## config.mk

```make
export PLATFORM = sky130hd
export DESIGN_NAME = div_seq
export DESIGN_NICKNAME = d
export VERILOG_FILES = /design/src/rtl/div_seq_pkg.sv /design/src/rtl/div_seq_step.sv /design/src/rtl/div_seq.sv
export SDC_FILE = /design/constraint.sdc
export NUM_CORES = 1
export LEC_CHECK = 0
export BUFFER_PORTS_ARGS = -buffer_cell sky130_fd_sc_hd__clkbuf_2
export CORE_MARGIN = 10
export CORE_UTILIZATION = 46
export CTS_BUF_LIST = sky130_fd_sc_hd__clkbuf_16
export DETAILED_ROUTE_END_ITERATION = 16
export PLACE_DENSITY = 0.67
export REMOVE_ABC_BUFFERS = 1
export SLEW_MARGIN = 40
export SYNTH_ARGS = -nofsm -noshare
export SYNTH_HDL_FRONTEND = slang
export SYNTH_HIERARCHICAL = 1
export SYNTH_SLANG_ARGS = --single-unit
```

## constraint.sdc

```tcl
create_clock -name clk -period 3.6 [get_ports clk]
set_clock_uncertainty 0.05 [all_clocks]
set_input_delay 0.18 -clock clk [delete_from_list [all_inputs] [get_ports clk]]
set_output_delay 0.18 -clock clk [all_outputs]
set_load 0.01 [all_outputs]
```

## src/rtl/div_seq_pkg.sv

```systemverilog
// div_seq_pkg: FSM states and special-case constants shared by the sequential divider
package div_seq_pkg;
  typedef enum logic [1:0] {IDLE, CALC, FIX, DONE} div_state_t;
  localparam logic [31:0] DIV_ZERO_Q       = 32'hFFFF_FFFF;
  localparam logic [31:0] DIV_OVF_DIVIDEND = 32'h8000_0000;
endpackage

```

## src/rtl/div_seq_step.sv

```systemverilog
// div_step: one restoring-division iteration on an XLEN-bit remainder/quotient pair
module div_step #(
  parameter int XLEN = 32
) (
  input  logic [XLEN-1:0] rem_i,
  input  logic [XLEN-1:0] quo_i,
  input  logic [XLEN-1:0] dvs_i,
  output logic [XLEN-1:0] rem_o,
  output logic [XLEN-1:0] quo_o
);
  logic [XLEN:0] sh, trial;
  assign sh    = {rem_i, quo_i[XLEN-1]};
  assign trial = sh - {1'b0, dvs_i};
  assign rem_o = trial[XLEN] ? sh[XLEN-1:0] : trial[XLEN-1:0];
  assign quo_o = {quo_i[XLEN-2:0], ~trial[XLEN]};
endmodule

```

## src/rtl/div_seq.sv

```systemverilog
// div_seq: multi-cycle RV32M DIV/DIVU/REM/REMU sequencer holding the pipeline until the result is ready
module div_seq
  import div_seq_pkg::*;
#(
  parameter int XLEN           = 32,
  parameter int BITS_PER_CYCLE = 1
) (
  input  logic            clk,
  input  logic            rst,
  input  logic            start,
  input  logic            is_signed,
  input  logic            want_rem,
  input  logic [XLEN-1:0] dividend,
  input  logic [XLEN-1:0] divisor,
  input  logic            flush,
  output logic            stall,
  output logic            busy,
  output logic            done,
  output logic [XLEN-1:0] result
);
  localparam int STEPS = XLEN / BITS_PER_CYCLE;
  localparam int CW    = $clog2(STEPS + 1);
  div_state_t state_q, state_d;
  logic [CW-1:0]   cnt_q, cnt_d;
  logic [XLEN-1:0] rem_q, rem_d, quo_q, quo_d, dvs_q, dvs_d, res_q, res_d;
  logic            qneg_q, qneg_d, rneg_q, rneg_d, wrem_q, wrem_d;
  logic [XLEN-1:0] rem_c [BITS_PER_CYCLE+1];
  logic [XLEN-1:0] quo_c [BITS_PER_CYCLE+1];
  logic            dd_neg, dvs_neg, dvs_zero, ovf;
  logic [XLEN-1:0] dd_abs, dvs_abs, q_fix, r_fix;
  assign rem_c[0] = rem_q;
  assign quo_c[0] = quo_q;
  for (genvar i = 0; i < BITS_PER_CYCLE; i++) begin : g_step
    div_step #(.XLEN(XLEN)) u_step (
      .rem_i(rem_c[i]),
      .quo_i(quo_c[i]),
      .dvs_i(dvs_q),
      .rem_o(rem_c[i+1]),
      .quo_o(quo_c[i+1])
    );
  end
  assign dd_neg   = is_signed && dividend[XLEN-1];
  assign dvs_neg  = is_signed && divisor[XLEN-1];
  assign dd_abs   = dd_neg ? -dividend : dividend;
  assign dvs_abs  = dvs_neg ? -divisor : divisor;
  assign dvs_zero = divisor == '0;
  assign ovf      = is_signed && dividend == XLEN'(DIV_OVF_DIVIDEND) && divisor == '1;
  assign q_fix    = qneg_q ? -quo_q : quo_q;
  assign r_fix    = rneg_q ? -rem_q : rem_q;
  // a flush drops stall in the same cycle so the redirect is not held off
  assign stall  = !flush && (state_q == IDLE ? start : (state_q == CALC || state_q == FIX));
  assign busy   = state_q != IDLE;
  assign done   = state_q == DONE && !flush;
  assign result = res_q;
  always_comb begin
    state_d = state_q;
    cnt_d   = cnt_q;
    rem_d   = rem_q;
    quo_d   = quo_q;
    dvs_d   = dvs_q;
    res_d   = res_q;
    qneg_d  = qneg_q;
    rneg_d  = rneg_q;
    wrem_d  = wrem_q;
    if (flush) begin
      state_d = IDLE;
    end else if (state_q == IDLE && start) begin
      wrem_d  = want_rem;
      qneg_d  = dd_neg ^ dvs_neg;
      rneg_d  = dd_neg;
      quo_d   = dd_abs;
      dvs_d   = dvs_abs;
      rem_d   = '0;
      cnt_d   = CW'(STEPS);
      state_d = (dvs_zero || ovf) ? DONE : CALC;
      res_d   = dvs_zero ? (want_rem ? dividend : XLEN'(DIV_ZERO_Q)) :
                ovf      ? (want_rem ? '0 : XLEN'(DIV_OVF_DIVIDEND)) : res_q;
    end else if (state_q == CALC) begin
      rem_d   = rem_c[BITS_PER_CYCLE];
      quo_d   = quo_c[BITS_PER_CYCLE];
      cnt_d   = cnt_q - 1'b1;
      state_d = cnt_q == CW'(1) ? FIX : CALC;
    end else if (state_q == FIX) begin
      res_d   = wrem_q ? r_fix : q_fix;
      state_d = DONE;
    end else if (state_q == DONE) begin
      state_d = IDLE;
    end
  end
  always_ff @(posedge clk or posedge rst) begin
    if (rst) begin
      state_q <= IDLE;
      cnt_q   <= '0;
      rem_q   <= '0;
      quo_q   <= '0;
      dvs_q   <= '0;
      res_q   <= '0;
      qneg_q  <= 1'b0;
      rneg_q  <= 1'b0;
      wrem_q  <= 1'b0;
    end else begin
      state_q <= state_d;
      cnt_q   <= cnt_d;
      rem_q   <= rem_d;
      quo_q   <= quo_d;
      dvs_q   <= dvs_d;
      res_q   <= res_d;
      qneg_q  <= qneg_d;
      rneg_q  <= rneg_d;
      wrem_q  <= wrem_d;
    end
  end
endmodule

```

==> impl_metrics.prom <==
# TYPE chip_impl_metric gauge
chip_impl_metric{name="start_util",unit="%"} 47.1
chip_impl_metric{name="die_x",unit="um"} 178
chip_impl_metric{name="mappedNetlistArea",unit="um2"} 11600
chip_impl_info{name="cts_root_buf",value="sky130_fd_sc_hd__clkbuf_16"} 1
chip_impl_metric{name="total_count_of_hold_check_failures_in_the_final_report",unit=""} 0
chip_impl_metric{name="ant_nets",unit=""} 0
chip_impl_info{name="postSynth.topFlopCell",value="sky130_fd_sc_hd__dfrtp_1"} 1
chip_impl_metric{name="timing.reg2reg.setup_slack",unit="ns"} 0.15
chip_impl_metric{name="numCtsBuffers",unit=""} 17
chip_impl_metric{name="crit_path_max_fanout",unit=""} 6
chip_impl_metric{name="floorplan.die_area",unit="um2"} 31900
chip_impl_metric{name="slew_viol_final",unit=""} 0
chip_impl_metric{name="initial_antenna_violation_count",unit=""} 1
chip_impl_info{name="cp_cell_sequence",value="inv_1 > ha_2 > fa_2 > and2b_1 > o2111ai_2 > a21oi_2 > o2111ai_2 > a211oi_2 > nor2_4 > mux2i_4 > and2_4 > clkinv_8 > mux2_4 > a22o_1"} 1
chip_impl_info{name="final_cell_mix",value="sky130_fd_sc_hd__dfrtp_1 (138), sky130_fd_sc_hd__o21ai_0 (121), sky130_fd_sc_hd__nand2_1 (108), sky130_fd_sc_hd__clkbuf_2 (104), sky130_fd_sc_hd__xnor2_1 (84)"} 1
chip_impl_metric{name="post_route_cells_drive_above_1_share",unit="%"} 19.2
chip_impl_metric{name="finalCriticalPeriod",unit="ns"} 3.45
chip_impl_metric{name="first_global_vias",unit=""} 10100
chip_impl_metric{name="finalSetupViolCount",unit=""} 0
chip_impl_metric{name="core",unit="um2"} 24500
chip_impl_metric{name="route.detailed.wl_per_inst",unit="um"} 19.9
chip_impl_metric{name="drcViolationCount",unit=""} 0
chip_impl_info{name="timing.critical_path.to_type",value="register"} 1
chip_impl_metric{name="worstSkewPairLatency",unit="ns"} 0.44
chip_impl_metric{name="dpl.hpwl",unit="um"} 25000
chip_impl_metric{name="syn_to_final_growth",unit="%"} 11.8
chip_impl_metric{name="cp_data_required_time",unit="ns"} 3.87
chip_impl_metric{name="timing.slew.headroom",unit="%"} 43.4
chip_impl_metric{name="synthesis.instances",unit=""} 1326
chip_impl_info{name="min-delay-start",value="dividend[25]"} 1
chip_impl_info{name="status",value="complete, no violations"} 1
chip_impl_metric{name="detail_route.iter0.violations",unit=""} 1015
chip_impl_metric{name="overflow",unit=""} 0
chip_impl_metric{name="hold_path_stages",unit=""} 3
chip_impl_metric{name="clk_transition_reported_paths",unit="ns"} 0.06
chip_impl_metric{name="max_clock_freq",unit="MHz"} 290
chip_impl_metric{name="first_pass_grt_wire_length",unit="um"} 54500
chip_impl_metric{name="transition_at_the_pin_with_the_smallest_max_transition_slack",unit="ns"} 0.849
chip_impl_metric{name="layout_nets",unit=""} 1499
chip_impl_metric{name="globalplace.congestion",unit=""} 0.931
chip_impl_info{name="cts_tree",value="done"} 1
chip_impl_metric{name="port-buffer-count",unit=""} 104
chip_impl_metric{name="synth_enable_flop_cells",unit=""} 0
chip_impl_metric{name="vias_per_cell",unit=""} 6.02
chip_impl_metric{name="num_rows",unit=""} 57
chip_impl_metric{name="drt_first_pass_iters",unit=""} 7
chip_impl_metric{name="timing.final.crit_share",unit="%"} 95.8
chip_impl_metric{name="io_pins",unit=""} 105
chip_impl_metric{name="synth-warning-count",unit=""} 6
chip_impl_metric{name="ys_types",unit=""} 96
chip_impl_metric{name="die_height",unit="um"} 178
chip_impl_metric{name="worst-endpoint-arrival",unit="ns"} 3.72
chip_impl_metric{name="synthesis.area_per_instance",unit="um2"} 8.71
chip_impl_metric{name="ir_drop",unit="uV"} 435
chip_impl_metric{name="via_count",unit=""} 10400
chip_impl_info{name="crit_top_cell",value="sky130_fd_sc_hd__o2111ai_2"} 1
chip_impl_info{name="cpMaxStageDelayCell",value="sky130_fd_sc_hd__fa_2"} 1
chip_impl_info{name="regToRegStartpoint",value="quo_q[31]$_DFFE_PP0P_"} 1
chip_impl_metric{name="worst_r2r_path_depth",unit=""} 14
chip_impl_metric{name="place_area",unit="um2"} 12200
chip_impl_metric{name="final_area",unit="um2"} 12900
chip_impl_metric{name="grt.total_usage",unit="%"} 21.3
chip_impl_metric{name="leakagePower",unit="nW"} 5.60
chip_impl_info{name="layout.cells.most_common",value="sky130_fd_sc_hd__dfrtp_1"} 1
chip_impl_metric{name="fin_cells",unit=""} 1722
chip_impl_metric{name="synth_seq_cells",unit=""} 139
chip_impl_metric{name="max_cap_violation_count",unit=""} 0
chip_impl_metric{name="finalHoldWorstSlack",unit="ns"} 0.0134
chip_impl_info{name="holdPathEnd",value="quo_q[25]$_DFFE_PP0P_"} 1
chip_impl_metric{name="grt_start_max_net_pins",unit=""} 85
chip_impl_metric{name="htreeDepth",unit=""} 4
chip_impl_info{name="hp-class",value="in -> reg"} 1
chip_impl_info{name="setup.worst_path.class",value="reg -> reg"} 1
chip_impl_metric{name="cts_max_path_buffers",unit=""} 2
chip_impl_metric{name="synth-async-reset-ratio",unit="%"} 100
chip_impl_info{name="rsz0062_at_grt",value="yes"} 1
chip_impl_metric{name="wl",unit="um"} 34300
chip_impl_metric{name="cts.sinks",unit=""} 139
chip_impl_info{name="timing.critical_path.from_type",value="register"} 1
chip_impl_metric{name="num_antenna_cells",unit=""} 0
chip_impl_info{name="crit-reg2reg-capture",value="rem_q[26]$_DFFE_PP0P_"} 1
chip_impl_metric{name="synth_sequential_area_ratio",unit="%"} 30.1
chip_impl_metric{name="critical_path.max_stage_delay",unit="ns"} 0.39
chip_impl_metric{name="dp_cells",unit=""} 1680
chip_impl_metric{name="power-per-cell-area",unit="nW/um2"} 1010
[layout make-up]
cell class / count / area [um2]
Timing Repair Buffer: 145 / 873
Clock buffer: 17 / 425
Multi-Input combinational cell: 1021 / 7280
Clock inverter: 15 / 181
Timing Repair inverter: 3 / 33.8
Fill cell: 2338 / 11600
Inverter: 58 / 238
Sequential cell: 139 / 3480
Tap cell: 324 / 405
[metal layers]
| layer | up-vias | track usage (%) | routed length (um) | part of all wire, % |
|---|---|---|---|---|
| met5 | - | 0 | 18 | 0.053 |
| met4 | 2 | 7.79 | 808 | 2.4 |
| met3 | 62 | 4.27 | 2590 | 7.6 |
| met2 | 399 | 32.8 | 15400 | 45 |
| met1 | 4916 | 28.8 | 15400 | 45 |
| li1 | 4987 | - | - | - |
[Yosys cell counts, types with 9 or more instances]
master / n / area share [%]
sky130_fd_sc_hd__clkbuf_1: 52 / 1.7
sky130_fd_sc_hd__or3_1: 13 / 0.70
sky130_fd_sc_hd__o41ai_1: 12 / 0.91
sky130_fd_sc_hd__xor2_1: 59 / 4.5
sky130_fd_sc_hd__nand2_1: 108 / 3.5
sky130_fd_sc_hd__mux2_4: 19 / 2.5
sky130_fd_sc_hd__and3_1: 11 / 0.60
sky130_fd_sc_hd__o211ai_1: 13 / 0.84
sky130_fd_sc_hd__or4_1: 18 / 1.2
sky130_fd_sc_hd__inv_1: 57 / 1.9
sky130_fd_sc_hd__nand3_1: 31 / 1.3
sky130_fd_sc_hd__a21o_1: 20 / 1.3
sky130_fd_sc_hd__nor2_1: 73 / 2.4
sky130_fd_sc_hd__o21ai_0: 121 / 5.2
sky130_fd_sc_hd__nor4_1: 21 / 1.1
sky130_fd_sc_hd__buf_4: 34 / 2.2
sky130_fd_sc_hd__nand4_1: 21 / 1.1
sky130_fd_sc_hd__ha_1: 43 / 4.7
sky130_fd_sc_hd__o22ai_1: 20 / 1.1
sky130_fd_sc_hd__dfrtp_1: 139 / 30
sky130_fd_sc_hd__o2bb2ai_1: 15 / 1.1
sky130_fd_sc_hd__a31oi_1: 17 / 0.92
sky130_fd_sc_hd__o31ai_1: 24 / 1.6
sky130_fd_sc_hd__or2_2: 9 / 0.49
sky130_fd_sc_hd__xnor2_1: 84 / 6.4
sky130_fd_sc_hd__a21oi_1: 65 / 2.8
sky130_fd_sc_hd__mux2_2: 13 / 1.3
sky130_fd_sc_hd__a22o_1: 33 / 2.5
sky130_fd_sc_hd__nor3_1: 19 / 0.82
[worst max-delay path, delay by kind of cell, from the launching register on]
| family | cells | cell delay [ns] |
|---|---|---|
| AOI/OAI and AO/OA | 5 | 1.07 |
| adders and majority gates | 2 | 0.58 |
| buffers and inverters | 2 | 0.17 |
| DFF | 1 | 0.34 |
| muxes | 2 | 0.49 |
| and+or+nand+nor | 3 | 0.63 |
[cells by family (layout without fill, tap and decap cells)]
logic type / count (synthesis) / count (layout) / share of synthesized area, %
compound gates: 423 / 423 / 25.4
xor+xnor: 143 / 143 / 10.8
fa+ha+maj: 44 / 44 / 4.83
buf+inv: 166 / 238 / 7.43
flops: 139 / 139 / 30.1
mux: 40 / 40 / 4.55
simple gates: 371 / 371 / 16.9
[per-stage QoR]
step                      utilization [%]  power, mW  TNS (ns)  worst slack (ns)
after floorplan                         -       8.71    -49.49            -0.355
after global placement               49.6       10.7         0            0.0617
after detailed placement             49.6       10.8         0           0.00874
after CTS                            52.2       12.7         0            0.0252
after global routing                 52.6       14.0         0           0.00284
final                                52.6       13.0         0             0.152
[worst max-delay path by stage]
stage / cells past startpoint / to / slack (ns) / start
2_1_floorplan: 1 / cnt_q[0]$_DFFE_PP0P_ / -0.35 / rst
3_3_place_gp: 14 / rem_q[5]$_DFFE_PP0P_ / 0.06 / quo_q[31]$_DFFE_PP0P_
3_5_place_dp: 14 / rem_q[4]$_DFFE_PP0P_ / 0.009 / quo_q[31]$_DFFE_PP0P_
4_1_cts: 14 / rem_q[7]$_DFFE_PP0P_ / 0.03 / quo_q[31]$_DFFE_PP0P_
5_1_grt: 14 / rem_q[10]$_DFFE_PP0P_ / 0.003 / quo_q[31]$_DFFE_PP0P_
6_report: 14 / rem_q[26]$_DFFE_PP0P_ / 0.15 / quo_q[31]$_DFFE_PP0P_
[report_power, final]
part | switching, mW | internal, mW
Clock | 0.718 | 1.14
Sequential | 0.890 | 2.24
Combinational | 4.44 | 3.58
[sequential cells by signal, indices dropped and copies added (netlist names)]
signal,flops
dvs_q,32
quo_q,32
rem_q,32
result,32
cnt_q,6
state_q,2
qneg_q,1
rneg_q,1
wrem_q,1
[repair_timing]
action,in CTS,in global routing
endpoints found under the setup margin,4,23
hold buffers,3,0
cloned,0,3
hold endpoints to repair,85,0
setup buffers,0,4
gates resized for setup,0,12
pin swaps,1,5
Note: power is estimated with default switching activity, not from simulation.
